$ cat config.mk
export PLATFORM = sky130hd
export DESIGN_NAME = awgn_channel
export DESIGN_NICKNAME = d
export VERILOG_FILES = /design/src/rtl/awgn_channel.sv
export SDC_FILE = /design/constraint.sdc
export NUM_CORES = 1
export LEC_CHECK = 0
export BUFFER_PORTS_ARGS = -buffer_cell sky130_fd_sc_hd__buf_2
export CAP_MARGIN = 20
export CORE_UTILIZATION = 65
export DETAILED_ROUTE_END_ITERATION = 10
export MAX_ROUTING_LAYER = met4
export PLACE_DENSITY = 0.8
export SLEW_MARGIN = 30
export SYNTH_ARGS = -nofsm -noshare
export SYNTH_HDL_FRONTEND = slang
export SYNTH_SLANG_ARGS = --single-unit
$ cat constraint.sdc
create_clock -name clk -period 13.2 [get_ports clk]
set_input_delay 1.32 -clock clk [delete_from_list [all_inputs] [get_ports clk]]
set_output_delay 1.32 -clock clk [all_outputs]
set_load 0.05 [all_outputs]
$ cat src/rtl/awgn_channel.sv
// awgn_channel: streaming complex AWGN channel.
//   Adds Gaussian-approximated noise (sum of four LFSR bytes, one LFSR per
//   rail) scaled by an SNR-selected sigma to each I/Q sample.
//   Fixed 3-stage pipeline, valid/ready on both sides, saturating output.
// Ports:
//   clk, reset           - clock, synchronous active-high reset
//   in_valid/in_ready    - input handshake
//   in_i, in_q           - signed DW-bit input sample
//   snr_db, noise_en     - per-sample SNR select (0..9 dB) and noise enable
//   out_valid/out_ready  - output handshake
//   out_i, out_q         - signed DW-bit output sample
//   out_sat              - either rail was clipped for this sample
//   sample_cnt           - accepted input sample count (wraps)
module awgn_channel #(
    parameter int          DW          = 12,
    parameter logic [31:0] SEED_I      = 32'hACE1_2468,
    parameter logic [31:0] SEED_Q      = 32'h1357_BDF0,
    parameter int          NOISE_SHIFT = 8
) (
    input  logic                 clk,
    input  logic                 reset,
    input  logic                 in_valid,
    output logic                 in_ready,
    input  logic signed [DW-1:0] in_i,
    input  logic signed [DW-1:0] in_q,
    input  logic [3:0]           snr_db,
    input  logic                 noise_en,
    output logic                 out_valid,
    input  logic                 out_ready,
    output logic signed [DW-1:0] out_i,
    output logic signed [DW-1:0] out_q,
    output logic                 out_sat,
    output logic [31:0]          sample_cnt
);

    localparam logic signed [DW+1:0] MAXV = {3'b000, {(DW-1){1'b1}}};
    localparam logic signed [DW+1:0] MINV = {3'b111, {(DW-1){1'b0}}};

    // Eight Fibonacci steps per accepted sample.
    function automatic logic [31:0] lfsr_adv8(input logic [31:0] s);
        logic [31:0] t;
        t = s;
        for (int unsigned k = 0; k < 8; k++)
            t = {t[30:0], t[31] ^ t[21] ^ t[1] ^ t[0]};
        return t;
    endfunction

    // Sum of the four state bytes, re-centred to -510..+510.
    function automatic logic signed [10:0] uni_sum(input logic [31:0] s);
        logic [10:0] acc;
        acc = {3'b000, s[7:0]} + {3'b000, s[15:8]}
            + {3'b000, s[23:16]} + {3'b000, s[31:24]};
        return $signed(acc - 11'd510);
    endfunction

    function automatic logic [7:0] sigma_lut(input logic [3:0] snr);
        logic [7:0] sg;
        case (snr)
            4'd0:    sg = 8'd180;
            4'd1:    sg = 8'd161;
            4'd2:    sg = 8'd143;
            4'd3:    sg = 8'd128;
            4'd4:    sg = 8'd114;
            4'd5:    sg = 8'd102;
            4'd6:    sg = 8'd90;
            4'd7:    sg = 8'd81;
            4'd8:    sg = 8'd72;
            default: sg = 8'd64;
        endcase
        return sg;
    endfunction

    logic [31:0] lfsr_i, lfsr_q;
    logic        pipe_en, accept;

    // Stage 1
    logic                 s1_valid, s1_nen;
    logic signed [DW-1:0] s1_i, s1_q;
    logic signed [10:0]   s1_si, s1_sq;
    logic [7:0]           s1_sigma;

    // Stage 2
    logic                 s2_valid;
    logic signed [DW-1:0] s2_i, s2_q;
    logic signed [DW+1:0] s2_ni, s2_nq;

    logic signed [18:0]   p_i, p_q;
    logic signed [DW+1:0] sum_i, sum_q;
    logic signed [DW-1:0] sat_i, sat_q;
    logic                 clip_i, clip_q;

    assign pipe_en  = !out_valid || out_ready;
    assign in_ready = pipe_en;
    assign accept   = in_valid && in_ready;

    assign p_i = $signed({{8{s1_si[10]}}, s1_si}) * $signed({11'b0, s1_sigma});
    assign p_q = $signed({{8{s1_sq[10]}}, s1_sq}) * $signed({11'b0, s1_sigma});

    always_comb begin
        sum_i  = {{2{s2_i[DW-1]}}, s2_i} + s2_ni;
        sum_q  = {{2{s2_q[DW-1]}}, s2_q} + s2_nq;
        clip_i = 1'b0;
        clip_q = 1'b0;
        sat_i  = sum_i[DW-1:0];
        sat_q  = sum_q[DW-1:0];
        if (sum_i > MAXV) begin
            sat_i  = MAXV[DW-1:0];
            clip_i = 1'b1;
        end else if (sum_i < MINV) begin
            sat_i  = MINV[DW-1:0];
            clip_i = 1'b1;
        end
        if (sum_q > MAXV) begin
            sat_q  = MAXV[DW-1:0];
            clip_q = 1'b1;
        end else if (sum_q < MINV) begin
            sat_q  = MINV[DW-1:0];
            clip_q = 1'b1;
        end
    end

    always_ff @(posedge clk) begin
        if (reset) begin
            lfsr_i     <= SEED_I;
            lfsr_q     <= SEED_Q;
            sample_cnt <= '0;
            s1_valid   <= 1'b0;
            s1_nen     <= 1'b0;
            s1_i       <= '0;
            s1_q       <= '0;
            s1_si      <= '0;
            s1_sq      <= '0;
            s1_sigma   <= '0;
            s2_valid   <= 1'b0;
            s2_i       <= '0;
            s2_q       <= '0;
            s2_ni      <= '0;
            s2_nq      <= '0;
            out_valid  <= 1'b0;
            out_i      <= '0;
            out_q      <= '0;
            out_sat    <= 1'b0;
        end else begin
            if (accept) begin
                lfsr_i     <= lfsr_adv8(lfsr_i);
                lfsr_q     <= lfsr_adv8(lfsr_q);
                sample_cnt <= sample_cnt + 32'd1;
            end
            if (pipe_en) begin
                s1_valid <= accept;
                s1_nen   <= noise_en;
                s1_i     <= in_i;
                s1_q     <= in_q;
                s1_si    <= uni_sum(lfsr_i);
                s1_sq    <= uni_sum(lfsr_q);
                s1_sigma <= sigma_lut(snr_db);

                s2_valid <= s1_valid;
                s2_i     <= s1_i;
                s2_q     <= s1_q;
                s2_ni    <= s1_nen ? (DW+2)'(p_i >>> NOISE_SHIFT) : '0;
                s2_nq    <= s1_nen ? (DW+2)'(p_q >>> NOISE_SHIFT) : '0;

                out_valid <= s2_valid;
                out_i     <= sat_i;
                out_q     <= sat_q;
                out_sat   <= clip_i || clip_q;
            end
        end
    end

endmodule
==> flow_summary_export.csv <==
group,metric,value,unit
outcome,status,"complete, no violations",
sta,max-slew-margin-rel,0.377,
global_routing,grt_max_degree,111,
critical_path,crit_path_end_kind,"flip-flop",
sta,grt_setup_unrepaired,"false",
critical_path,worst-setup-path-type,"reg2reg",
global_routing,grtUsageMet2,0.474,
finish,nFillCells,1951,
sta,finalHoldViolations,0,
power_and_ir_drop,switching_share,0.384,
placed_design,postPlaceCellArea,17500,µm²
floorplan,dieHeight,163,µm
power_and_ir_drop,p_seq_frac,0.334,
critical_path,cp.required,13.60,ns
detailed_routing,via_per_inst,5.56,
global_routing,busiest_layer,"met2",
power_and_ir_drop,clkPwrFrac,0.258,
sta,finalSetupViolations,0,
detailed_routing,drt_iter0_drc,857,
global_routing,track_usage,0.282,
power_and_ir_drop,peakVddDrop,0.135,mV
power_and_ir_drop,p_int,1.65,mW
yosys,ys_async_sr_fraction,0,
global_routing,use_met3,0.0284,
finish,syn_to_final_growth,8.32,%
placed_design,hpwl,25800,µm
floorplan,coreArea,25300,µm²
yosys,syn_avg_cell_area,8.56,µm²
detailed_routing,finalWirelength,35600,µm
global_routing,antenna_found_initial,0,
floorplan,ios,92,
detailed_routing,routed-via-count,13100,
detailed_routing,drtAntennaViolNets,0,
yosys,yosys_warnings,0,
finish,regArea,4500,µm²
yosys,synth-seq-cells,225,
finish,antennaDiodeCount,0,
finish,multiInputGateArea,11200,µm²
detailed_routing,first_pass_iters,5,
yosys,synth.yosys.seq_area_share,0.266,
finish,final_common_cell,"nand2_1",
clock_network,cts.clk_slew.worst_paths,0.06,ns
clock_network,cts.sinks,225,
finish,drive_gt1_frac,0.0775,
finish,postLayoutCellArea,18300,µm²
power_and_ir_drop,power,2.68,mW
critical_path,reg2reg_from,"s1_sigma[5]",
detailed_routing,wl_per_cell,15.1,µm
yosys,synth_edf_count,0,
floorplan,fp.dieW,163,µm
yosys,yosys.cell_types.count,60,
floorplan,die-area,26700,µm²
yosys,syn-instance-count,1976,
yosys,syn_nets,2296,
global_routing,grt_overflow_total,0,
sta,fin_skew,0.0151,ns
finish,fin_nets,2329,
sta,min_period,5.52,ns
clock_network,clk_latency,0.54,ns
sta,fmax,181,MHz
floorplan,floorplan.initialDensity,0.668,
yosys,syn_area,16900,µm²
sta,maxSlewViolCount,0,
yosys,synth_ff_type,"dfxtp_1",
clock_network,root_buffer,"clkbuf_16",
global_routing,grt_pass1_wl,59900,µm
clock_network,cts_resized,0,
worst_hold_path,hold_path_startpoint,"out_q[2]",
placed_design,gp_congestion,0.866,
clock_network,cts_max_level,1,
sta,timing.setup.tns,0,ns
power_and_ir_drop,switchingPower,1.03,mW
clock_network,post_cts_buffers,0,
power_and_ir_drop,p_per_area,146,nW/µm²
detailed_routing,drcViolationCount,0,
clock_network,clockBufferDepth,3,
clock_network,hold_buffers,0,
sta,period_share,0.418,
critical_path,worstPathArrival,5.92,ns
global_routing,grt_pass1_vias,12800,
flow_run,drv_cap,0,
critical_path,startpoint_type,"flip-flop",
clock_network,tritoncts,"done",
sta,fin_hold_ws,0.444,ns
power_and_ir_drop,leakagePower,8.63,nW
global_routing,use_met1,0.364,
worst_hold_path,hp-class,"reg2reg",
sta,tightest_slew,0.934,ns
critical_path,worst-path-max-fanout,23,
critical_path,cp-startpoint,"s1_sigma[5]",
power_and_ir_drop,combPwrFrac,0.408,
finish,mostFrequentLayoutCells,"361 x nand2_1, 226 x inv_1, 225 x dfxtp_1",
placed_design,io_buffers,91,
floorplan,rows,58,
clock_network,cts_made_buffers,26,
layer usage:
layer  part of all wire  vias up
li1                   -     6426
met4              0.027        0
met1               0.44     6357
met2               0.49      264
met3              0.036       58
met5                  0        -
registers in the layout, summed over array words and instances, names as in the netlist, 12 cells and up:
register	flops
lfsr_i	32
lfsr_q	32
out_i	12
out_q	12
s1_i	12
s1_q	12
s2_i	12
s2_q	12
sample_cnt	32
power by group through the flow:
stage	Combinational, mW	Clock [mW]	Sequential, mW
after floorplan	0.893	0	0.866
after global placement	1.05	0	0.902
after detailed placement	1.09	0	0.905
after CTS	1.10	0.703	0.891
after global routing	1.25	0.728	0.907
final	1.09	0.692	0.893
through the flow:
stage	util	setup WS, ns	cells
2_1_floorplan	-	8.36	1976
3_3_place_gp	0.691	7.93	2311
3_5_place_dp	0.691	7.78	2311
4_1_cts	0.723	7.70	2357
5_1_grt	0.723	7.30	2357
6_report	0.723	7.68	2357
cells by family (layout without fill, tap and decap cells):
family	after synthesis	count (layout)	share of synthesized area
compound gates	324	324	0.116
mux	3	3	0.00222
simple gates	699	699	0.191
fa+ha+maj	287	287	0.289
buf+inv	321	372	0.0715
flops	225	225	0.266
xor+xnor	117	117	0.0641
synthesized netlist by cell type, types with 3 or more instances:
master    count  area [µm²]
a211oi_1     26         195
ha_1        115        1440
inv_1       226         848
buf_2         3        15.0
nand4_1       9        56.3
nand2b_1      6        37.5
nor2_1       98         368
clkbuf_1     83         312
or3_1        13        81.3
nand3_1      26         130
and3_1        8        50.1
fa_1        172        3440
o21a_1        9        67.6
and4_1        5        43.8
dfxtp_1     225        4500
a21oi_1     149         746
nor3_1       19        95.1
a21o_1       19         143
o21bai_1      7        52.6
nand2_1     362        1360
o31ai_1       4        30.0
nand4b_1      6        52.6
a22oi_1       3        22.5
nor2b_1       8        50.1
a311oi_1      3        26.3
nand3b_1     28         210
xnor2_1      70         613
xor2_1       42         368
o211ai_1      4        30.0
buf_1         8        30.0
a211o_1      13         114
nor4_1        5        31.3
and2_1      101         632
o21ai_0      64         320
final cells by class:
cell class | count | area share
multi-input combinational | 1430 | 0.612
sequential | 225 | 0.246
inverter | 227 | 0.0465
clock buffer | 35 | 0.0390
timing repair buffer | 99 | 0.0285
tap | 330 | 0.0225
clock inverter | 11 | 0.00546
worst max-delay path, cell delays in order, from the launching register on:
cell      delay, ns
dfxtp_1        0.85
nand2_1        0.17
fa_1           0.53
fa_1           0.50
inv_1          0.06
fa_1           0.53
inv_1          0.05
fa_1           0.53
inv_1          0.04
ha_1           0.35
a21oi_1        0.17
o221ai_1       0.17
a211oi_1       0.52
o21ai_0        0.34
o31ai_1        0.32
xnor2_1        0.16
o21ai_0        0.09
final timing paths:
path / slack, ns / endpoint / depth (start not counted)
worst max-delay path: 7.68 / s2_ni[12] / 16
worst min-delay path: 0.44 / out_q[2] / 2
worst max register to register: 7.68 / s2_ni[12] / 16
worst min register to register: 0.44 / out_q[2] / 2
Power figures use the tool's default switching activity.
